`src/rtl/match_len_extender_if.sv`:
```
`default_nettype none
// ---------------------------------------------------------------------------
// match_len_extender_if : start / segment / result handshakes of the extender
// Revision: 1.0
// ---------------------------------------------------------------------------
interface match_len_extender_if #(
  parameter int ID_WIDTH        = 6,
  parameter int SEG_LEN_WIDTH   = 5,
  parameter int MATCH_LEN_WIDTH = 9
);
  logic                       start_valid;
  logic                       start_ready;
  logic [ID_WIDTH-1:0]        start_id;
  logic                       seg_valid;
  logic                       seg_ready;
  logic [SEG_LEN_WIDTH-1:0]   seg_len;
  logic                       seg_can_ext;
  logic                       out_valid;
  logic                       out_ready;
  logic [ID_WIDTH-1:0]        out_id;
  logic [MATCH_LEN_WIDTH-1:0] out_match_len;

  modport master (
    output start_valid, start_id, seg_valid, seg_len, seg_can_ext, out_ready,
    input  start_ready, seg_ready, out_valid, out_id, out_match_len
  );

  modport slave (
    input  start_valid, start_id, seg_valid, seg_len, seg_can_ext, out_ready,
    output start_ready, seg_ready, out_valid, out_id, out_match_len
  );
endinterface
`default_nettype wire

```
`src/rtl/match_len_extender.sv`:
```
`default_nettype none
// ---------------------------------------------------------------------------
// match_len_extender : sums per-window match segments into a saturating total
// Optional abort input enabled by MATCH_LEN_EXT_ABORT_EN.  Revision: 1.0
// ---------------------------------------------------------------------------
module match_len_extender #(
  parameter int MASK_WIDTH      = 14,
  parameter int SEG_LEN_WIDTH   = 5,
  parameter int MAX_MATCH_LEN   = 258,
  parameter int MATCH_LEN_WIDTH = 9,
  parameter int ID_WIDTH        = 6
) (
  input  wire                  clk,
  input  wire                  rst_n,
`ifdef MATCH_LEN_EXT_ABORT_EN
  input  wire                  abort,
`endif
  match_len_extender_if.slave  bus
);

  if (SEG_LEN_WIDTH < $clog2(MASK_WIDTH + 1)) begin : g_seg_width_check
    $error("SEG_LEN_WIDTH cannot hold MASK_WIDTH");
  end
  if (MATCH_LEN_WIDTH < $clog2(MAX_MATCH_LEN + 1)) begin : g_len_width_check
    $error("MATCH_LEN_WIDTH cannot hold MAX_MATCH_LEN");
  end

  localparam int SUM_W = MATCH_LEN_WIDTH + 1;
  localparam logic [SUM_W-1:0] c_max = SUM_W'(MAX_MATCH_LEN);

  typedef enum logic [1:0] {
    S_IDLE  = 2'd0,
    S_ACCUM = 2'd1,
    S_DONE  = 2'd2
  } state_t;

  state_t                     r_state;
  logic [MATCH_LEN_WIDTH-1:0] r_acc;
  logic [MATCH_LEN_WIDTH-1:0] r_out_len;
  logic [ID_WIDTH-1:0]        r_id;

  logic                       w_abort;
  logic                       w_start_fire;
  logic                       w_seg_fire;
  logic [SUM_W-1:0]           w_sum;
  logic                       w_sat;
  logic                       w_stop;
  logic [MATCH_LEN_WIDTH-1:0] w_final;

`ifdef MATCH_LEN_EXT_ABORT_EN
  assign w_abort = abort & (r_state == S_ACCUM);
`else
  assign w_abort = 1'b0;
`endif

  assign bus.start_ready   = (r_state == S_IDLE) | ((r_state == S_DONE) & bus.out_ready);
  // An abort cycle closes the candidate, so no window is taken alongside it.
  assign bus.seg_ready     = (r_state == S_ACCUM) & ~w_abort;
  assign bus.out_valid     = (r_state == S_DONE);
  assign bus.out_id        = r_id;
  assign bus.out_match_len = r_out_len;

  assign w_start_fire = bus.start_valid & bus.start_ready;
  assign w_seg_fire   = bus.seg_valid & bus.seg_ready;

  assign w_sum   = {1'b0, r_acc} + {{(SUM_W - SEG_LEN_WIDTH){1'b0}}, bus.seg_len};
  assign w_sat   = (w_sum >= c_max);
  assign w_stop  = ~bus.seg_can_ext | w_sat;
  assign w_final = w_sat ? c_max[MATCH_LEN_WIDTH-1:0] : w_sum[MATCH_LEN_WIDTH-1:0];

  always_ff @(posedge clk) begin
    if (!rst_n) begin
      r_state   <= S_IDLE;
      r_acc     <= '0;
      r_out_len <= '0;
      r_id      <= '0;
    end else begin
      case (r_state)
        S_IDLE: begin
          if (w_start_fire) begin
            r_id    <= bus.start_id;
            r_acc   <= '0;
            r_state <= S_ACCUM;
          end
        end
        S_ACCUM: begin
          if (w_abort) begin
            r_out_len <= r_acc;
            r_state   <= S_DONE;
          end else if (w_seg_fire) begin
            if (w_stop) begin
              r_out_len <= w_final;
              r_state   <= S_DONE;
            end else begin
              r_acc <= w_sum[MATCH_LEN_WIDTH-1:0];
            end
          end
        end
        S_DONE: begin
          if (bus.out_ready) begin
            if (bus.start_valid) begin
              r_id    <= bus.start_id;
              r_acc   <= '0;
              r_state <= S_ACCUM;
            end else begin
              r_state <= S_IDLE;
            end
          end
        end
        default: r_state <= S_IDLE;
      endcase
    end
  end

endmodule
`default_nettype wire

```
`src/flat_wrapper.sv`:
```
// flat-port wrapper written by rule: the top's interface ports become plain ports
module match_len_extender_flat 
#(
  parameter int MASK_WIDTH      = 14,
  parameter int SEG_LEN_WIDTH   = 5,
  parameter int MAX_MATCH_LEN   = 258,
  parameter int MATCH_LEN_WIDTH = 9,
  parameter int ID_WIDTH        = 6
)
  (clk, rst_n, bus_start_valid, bus_start_id, bus_seg_valid, bus_seg_len, bus_seg_can_ext, bus_out_ready, bus_start_ready, bus_seg_ready, bus_out_valid, bus_out_id, bus_out_match_len);
  match_len_extender_if #(.ID_WIDTH(ID_WIDTH), .SEG_LEN_WIDTH(SEG_LEN_WIDTH), .MATCH_LEN_WIDTH(MATCH_LEN_WIDTH)) bus_i ();
  input  wire clk;
  input  wire rst_n;
  input wire logic [$bits(bus_i.start_valid)-1:0] bus_start_valid;
  input wire logic [$bits(bus_i.start_id)-1:0] bus_start_id;
  input wire logic [$bits(bus_i.seg_valid)-1:0] bus_seg_valid;
  input wire logic [$bits(bus_i.seg_len)-1:0] bus_seg_len;
  input wire logic [$bits(bus_i.seg_can_ext)-1:0] bus_seg_can_ext;
  input wire logic [$bits(bus_i.out_ready)-1:0] bus_out_ready;
  output wire logic [$bits(bus_i.start_ready)-1:0] bus_start_ready;
  output wire logic [$bits(bus_i.seg_ready)-1:0] bus_seg_ready;
  output wire logic [$bits(bus_i.out_valid)-1:0] bus_out_valid;
  output wire logic [$bits(bus_i.out_id)-1:0] bus_out_id;
  output wire logic [$bits(bus_i.out_match_len)-1:0] bus_out_match_len;
  assign bus_i.start_valid = bus_start_valid;
  assign bus_i.start_id = bus_start_id;
  assign bus_i.seg_valid = bus_seg_valid;
  assign bus_i.seg_len = bus_seg_len;
  assign bus_i.seg_can_ext = bus_seg_can_ext;
  assign bus_i.out_ready = bus_out_ready;
  assign bus_start_ready = bus_i.start_ready;
  assign bus_seg_ready = bus_i.seg_ready;
  assign bus_out_valid = bus_i.out_valid;
  assign bus_out_id = bus_i.out_id;
  assign bus_out_match_len = bus_i.out_match_len;
  match_len_extender #(.MASK_WIDTH(MASK_WIDTH), .SEG_LEN_WIDTH(SEG_LEN_WIDTH), .MAX_MATCH_LEN(MAX_MATCH_LEN), .MATCH_LEN_WIDTH(MATCH_LEN_WIDTH), .ID_WIDTH(ID_WIDTH)) u_core (.clk(clk), .rst_n(rst_n), .bus(bus_i));
endmodule
```
`config.mk`:
```
export PLATFORM = sky130hd
export DESIGN_NAME = match_len_extender_flat
export DESIGN_NICKNAME = d
export VERILOG_FILES = /design/src/rtl/match_len_extender_if.sv /design/src/rtl/match_len_extender.sv /design/src/flat_wrapper.sv
export SDC_FILE = /design/constraint.sdc
export NUM_CORES = 1
export LEC_CHECK = 0
export ABC_CLOCK_PERIOD_IN_PS = 3610
export CAP_MARGIN = 15
export CELL_PAD_IN_SITES_DETAIL_PLACEMENT = 1
export CELL_PAD_IN_SITES_GLOBAL_PLACEMENT = 1
export CORE_UTILIZATION = 36
export CTS_CLUSTER_SIZE = 10
export DETAILED_ROUTE_END_ITERATION = 8
export GPL_ROUTABILITY_DRIVEN = 1
export PLACE_DENSITY = 0.77
export SYNTH_ARGS = -nofsm -noshare
export SYNTH_HDL_FRONTEND = slang
export SYNTH_SLANG_ARGS = --single-unit
```
`constraint.sdc`:
```
create_clock -name clk -period 3.61 [get_ports clk]
set_clock_uncertainty 0.1 [all_clocks]
set_input_delay 0.722 -clock clk [delete_from_list [all_inputs] [get_ports clk]]
set_output_delay 0.722 -clock clk [all_outputs]
set_load 0.1 [all_outputs]
```
==> results.toml, run 1 <==
[clocking]
cts_sinks = 26
htreeDepth = 1
cts_made_buffers = 3
cts_tree = "done"
hold_buffers = 0
cts-root-buf = "clkbuf_8"
path_clk_slew_ns = 0.09
clockBufferDepth = 2
clock_latency_ns = 0.27

[finish]
num_antenna_cells = 0
multi_input_area_um2 = 912
seq_area_um2 = 520
drive_above_1_share_pct = 12.4
final_net_count = 234
final_core_util_pct = 52.3
fillers = 454
syn_to_final_growth_pct = 34.7

[sta]
worst_slew_pin_slew_ns = 0.982
rsz0062_at_grt = "no"
finalWorstSetupSlack_ns = 0.124
slew_headroom_pct = 34.3
min_period_ns = 3.49
max_freq_mhz = 287
finalSetupViolCount = 0
hold_viol_final = 0
drv_slew = 0
period_share_pct = 96.6

[global_routing]
track_usage_pct = 22.0
overflow = 0
grt_max_degree = 20
grt_pass1_wl_um = 7250
antenna_found_initial = 0
grt_pass1_vias = 1494

[placement]
gp_congestion = 0.850
port_buffers = 34
post-place-ws_ns = -0.260
dp_hpwl_um = 3350

[synth]
syn_area_per_cell_um2 = 8.58
synthCells = 172
synth_edf_count = 0
yosysUniqueCellTypes = 42
synth.net_count = 195
ys_async_sr_fraction_pct = 0
ys_ff_latch = 26
synth_flop_cell = "dfxtp_1"
seq_area_frac_synth_pct = 35.3
syn-cell-area_mm2 = 0.00148
yosys_warnings = 0

[routing]
initialDrtViolationCount = 64
ant_nets = 0
dr.pass1.iters = 4
vias_per_cell = 5.41
wl_um = 4500
wl_per_cell_um = 17.4
drc = 0
num_vias = 1397

[outcome]
status = "finished, final reports clean"

[power_and_ir_drop]
leakagePower_uw = 0.000748
power_density_mw_per_mm2 = 365
ir_drop_uv = 168

[worst_setup_path]
cp.arrival_ns = 3.56
critPathKind = "in -> reg"
cp-end-kind = "register"
startpoint_type = "input port"
path_max_fanout = 4
required_ns = 3.68

[hold_path]
hold_class = "reg -> reg"

[flow_run]
cap_violations = 0

[die]
chipWidth_um = 66.0
initial_core_util_pct = 38.9
dieHeight_um = 66.0
rows = 22
io_pins = 35
coreArea_mm2 = 0.00380
fp.dieArea_mm2 = 0.00436
## Yosys cell counts, drive strengths merged (4+ instances only)
| library cell | n | area (µm²) |
|---|---|---|
| mux2i | 14 | 140 |
| o21ai | 4 | 20.0 |
| o22ai | 4 | 31.3 |
| nand2b | 4 | 25.0 |
| ha | 5 | 62.6 |
| dfxtp | 26 | 521 |
| clkbuf | 7 | 26.3 |
| nor2 | 4 | 15.0 |
| a21boi | 6 | 45.0 |
| nor3 | 4 | 25.0 |
| nand3 | 12 | 60.1 |
| a21oi | 6 | 37.5 |
| nand2 | 37 | 139 |
## power by group
group          internal, µW  switching [µW]  leakage [µW]  total (µW)
Combinational          57.5             120      0.000501         177
Clock                   149            98.5     0.0000357         247
Sequential              296            5.24      0.000211         301
Total                   502             223      0.000748         725
## cell families (layout without fill, tap and decap cells)
logic type      count (synthesis)  count (layout)  synth area share (%)
fa+ha+maj                       6               6                  5.59
flops                          26              26                  35.3
mux                            14              14                  9.49
buf+inv                        12              50                  3.39
simple gates                   74              74                  25.1
compound gates                 35              35                  18.2
xor+xnor                        5               5                  2.97
## cells in the final DEF, fill, tap and decap left out, types with 4 or more instances in the layout
cell / n
a21boi_0: 6
dfxtp_1: 26
ha_1: 5
o21ai_0: 4
nand3_1: 12
clkdlybuf4s50_1: 31
nand2b_1: 4
buf_4: 11
nor2_1: 4
mux2i_1: 14
a21oi_1: 4
nand2_1: 37
## worst max-delay path, stage by stage
cell,delay (ns)
clkdlybuf4s50_1,0.41
ha_1,0.23
fa_1,0.42
a21oi_1,0.21
o22ai_2,0.13
xor2_1,0.20
nor4b_4,0.34
a31oi_2,0.19
or4_4,0.48
o221a_1,0.24
## path summary, 6_finish.rpt
kind | start | endpoint | slack [ns] | depth (start not counted)
worst max-delay path | bus_seg_len[0] | u_core.bus.out_match_len[1] | 0.12 | 10
worst min-delay path | u_core.bus.out_match_len[5] | u_core.bus.out_match_len[5] | 0.37 | 2
worst max register to register | u_core.r_acc[0] | u_core.bus.out_match_len[1] | 0.67 | 9
worst min register to register | u_core.bus.out_match_len[5] | u_core.bus.out_match_len[5] | 0.37 | 2
## layer usage
| metal | part of all wire [%] | up-vias | GRT usage [%] |
|---|---|---|---|
| li1 | - | 677 | - |
| met1 | 44 | 677 | 26.3 |
| met2 | 50 | 35 | 38.9 |
| met3 | 4.4 | 8 | 4.31 |
| met4 | 1.4 | 0 | 7.18 |
| met5 | 0 | - | 0 |
## through the flow
stage	power, µW	TNS (ns)	instances	instance area (µm²)	hold slack (ns)
after floorplan	426	0	172	1480	0.338
after global placement	477	-0.329	253	1890	0.346
after detailed placement	481	-1.66	253	1890	0.347
after CTS	726	0	257	1960	0.372
after global routing	755	0	258	1990	0.385
final	725	0	258	1990	0.365
## registers in the layout, indices dropped and copies added (netlist names)
name / flops
u_core.bus.out_match_len: 9
u_core.r_state: 2
u_core.r_acc: 9
u_core.bus.out_id: 6
## final cells by class
class | count | area share, %
multi-input combinational | 134 | 45.9
sequential | 26 | 26.2
timing repair buffer | 43 | 20.8
tap | 48 | 3.02
clock buffer | 3 | 2.08
clock inverter | 1 | 1.51
inverter | 3 | 0.566
## timing repair
item                       4_1_cts  5_1_grt
setup buffers                    0        1
setup endpoints to repair        0        5
gates resized for setup          0        1
No activity file was read; power rests on OpenSTA's default activity.
==> run 2: changes to the inputs <==
CORE_UTILIZATION = 35   (was 36)
PLACE_DENSITY = unset   (was 0.77)
PLACE_DENSITY_LB_ADDON = 0.2   (was unset)
==> run 2 against run 1 <==
  * Sequential power barely moved
  * Combinational power fell by 2%
  * Hold slack got worse by 0.00077 ns
  * Utilization fell by 3.2 points
  * Maximum frequency rose by 1.1%
  * Global-route usage fell by 1.7 points
  * Flip-flop and latch count did not move
  * Cell count rose by 1.2%
  * Count of clock-buffer cells in the layout did not move
  * Power rose by 0.25%
  * First-iteration DRC count fell by 38%
  * Critical path type unchanged
  * Highest routed layer unchanged
==> results.toml, run 2 (synthesis results as in run 1) <==
[finish]
fillers = 482
drive_above_1_share_pct = 12.8
final_net_count = 235
layout_commonest_cell = "nand2_1"
syn_to_final_growth_pct = 34.1
design_area_mm2 = 0.00198
finalNonFillerCells = 261
final_cell_mix = "nand2_1 (37), clkdlybuf4s50_1 (31), dfxtp_1 (26), mux2i_1 (14), buf_4 (13)"
num_antenna_cells = 0

[worst_setup_path]
cp.arrival_ns = 3.52
path_delay_family = "simple AND/OR/NAND/NOR gates"
path_max_fanout = 4
critPathKind = "in -> reg"
cp-end-kind = "register"
crit_chain = "clkdlybuf4s50_1, ha_1, fa_1, a21oi_1, o22ai_2, xor2_1, nor4b_4, a31oi_2, or4_4, o221a_1"
max_stage_delay_ns = 0.48
startpoint_type = "input port"
slowest_stage = "or4_4"
critPathBufInv = 1
required_ns = 3.68

[sta]
rsz0062_at_grt = "no"
worst_slew_pin_slew_ns = 0.969
period_share_pct = 95.5
finalSetupViolCount = 0
drv_slew = 0
slew_headroom_pct = 35.2
max_freq_mhz = 290
min_period_ns = 3.45
hold_viol_final = 0

[routing]
wl_um = 4230
drc = 0
num_vias = 1368
ant_nets = 0
wl_per_cell_um = 16.2
vias_per_cell = 5.24
dr.pass1.iters = 4
initialDrtViolationCount = 40

[clocking]
cts_sinks = 26
clock_latency_ns = 0.28
post_cts_resized = 0
cts_made_buffers = 3
clockBufferDepth = 2
cts-root-buf = "clkbuf_8"
post_cts_buffers = 0
path_clk_slew_ns = 0.09
hold_buffers = 0
htreeDepth = 1
cts_tree = "done"

[global_routing]
overflow = 0
grt_max_degree = 17
top_usage_layer = "met2"
grt_pass1_vias = 1375
grt_util_met2_pct = 36.0
met3_usage_pct = 2.57
use_met1_pct = 25.3
track_usage_pct = 20.3
grt_pass1_wl_um = 6630
antenna_found_initial = 0

[power_and_ir_drop]
intPower_uw = 500
p_sw_uw = 226
ir_drop_uv = 227
power_density_mw_per_mm2 = 367
netSwitchingFraction_pct = 31.2
p_comb_share_pct = 23.8
leakagePower_uw = 0.000750
p_clk_share_pct = 34.8
seqPwrFrac_pct = 41.3

[die]
chipWidth_um = 67.0
dieHeight_um = 67.0
io_pins = 35
rows = 23
fp.dieArea_mm2 = 0.00448
coreArea_mm2 = 0.00403
initial_core_util_pct = 36.6

[placement]
dp.cells = 257
port_buffers = 34
dp_hpwl_um = 3140
dpl_cell_area_mm2 = 0.00191
gp_congestion = 0.901

[flow_run]
cap_violations = 0

[hold_path]
hold_class = "reg -> reg"

[outcome]
status = "finished, final reports clean"
-- run 2: cell count changes in the layout (fill, tap and decap cells not counted) --
cell,previous run,this run
nor3_2,0,1
buf_4,11,13
nor3_4,1,0
buf_12,1,0
-- run 2: layout make-up --
type	instances	area, µm²	area share (%)
Multi-Input combinational cell	134	906	45.8
Sequential cell	26	520	26.3
Timing Repair Buffer	44	408	20.6
Tap cell	50	62.6	3.16
Clock buffer	3	41.3	2.09
Clock inverter	1	30.0	1.52
Inverter	3	11.3	0.569
-- run 2: final timing paths --
| path | cells past startpoint | slack [ns] | end | start |
|---|---|---|---|---|
| max | 10 | 0.16 | u_core.bus.out_match_len[1] | bus_seg_len[0] |
| min | 2 | 0.36 | u_core.bus.out_match_len[4] | u_core.bus.out_match_len[4] |
| max reg2reg | 9 | 0.70 | u_core.bus.out_match_len[1] | u_core.r_acc[0] |
| min reg2reg | 2 | 0.36 | u_core.bus.out_match_len[4] | u_core.bus.out_match_len[4] |
-- run 2: power groups by stage --
stage / clock (µW) / combinational (µW) / sequential, µW
3_3_place_gp: 0 / 170 / 307
6_report: 253 / 173 / 300
2_1_floorplan: 0 / 76.3 / 350
3_5_place_dp: 0 / 173 / 307
4_1_cts: 258 / 174 / 301
5_1_grt: 264 / 184 / 301
-- run 2: worst register-to-register path, stage by stage, from the launching register on --
cell	delay, ns
dfxtp_1	0.33
ha_1	0.21
fa_1	0.43
a21oi_1	0.19
o22ai_2	0.12
xor2_1	0.19
nor4b_4	0.33
a31oi_2	0.18
or4_4	0.48
o221a_1	0.25
-- run 2: routing by layer --
metal | part of all wire (%) | routed length [µm]
met1 | 46 | 1950
met2 | 50 | 2130
met3 | 2.5 | 105
met4 | 0.90 | 38
met5 | 0 | 0
-- run 2: per-stage QoR --
stage	util [%]	power (µW)	setup slack (ns)	TNS (ns)	hold WS, ns
after floorplan	-	426	0.288	0	0.338
after global placement	47.4	477	0.0207	0	0.343
after detailed placement	47.4	481	-0.0627	-0.102	0.353
after CTS	49.1	732	0.183	0	0.371
after global routing	49.1	749	0.0373	0	0.385
final	49.1	727	0.161	0	0.364
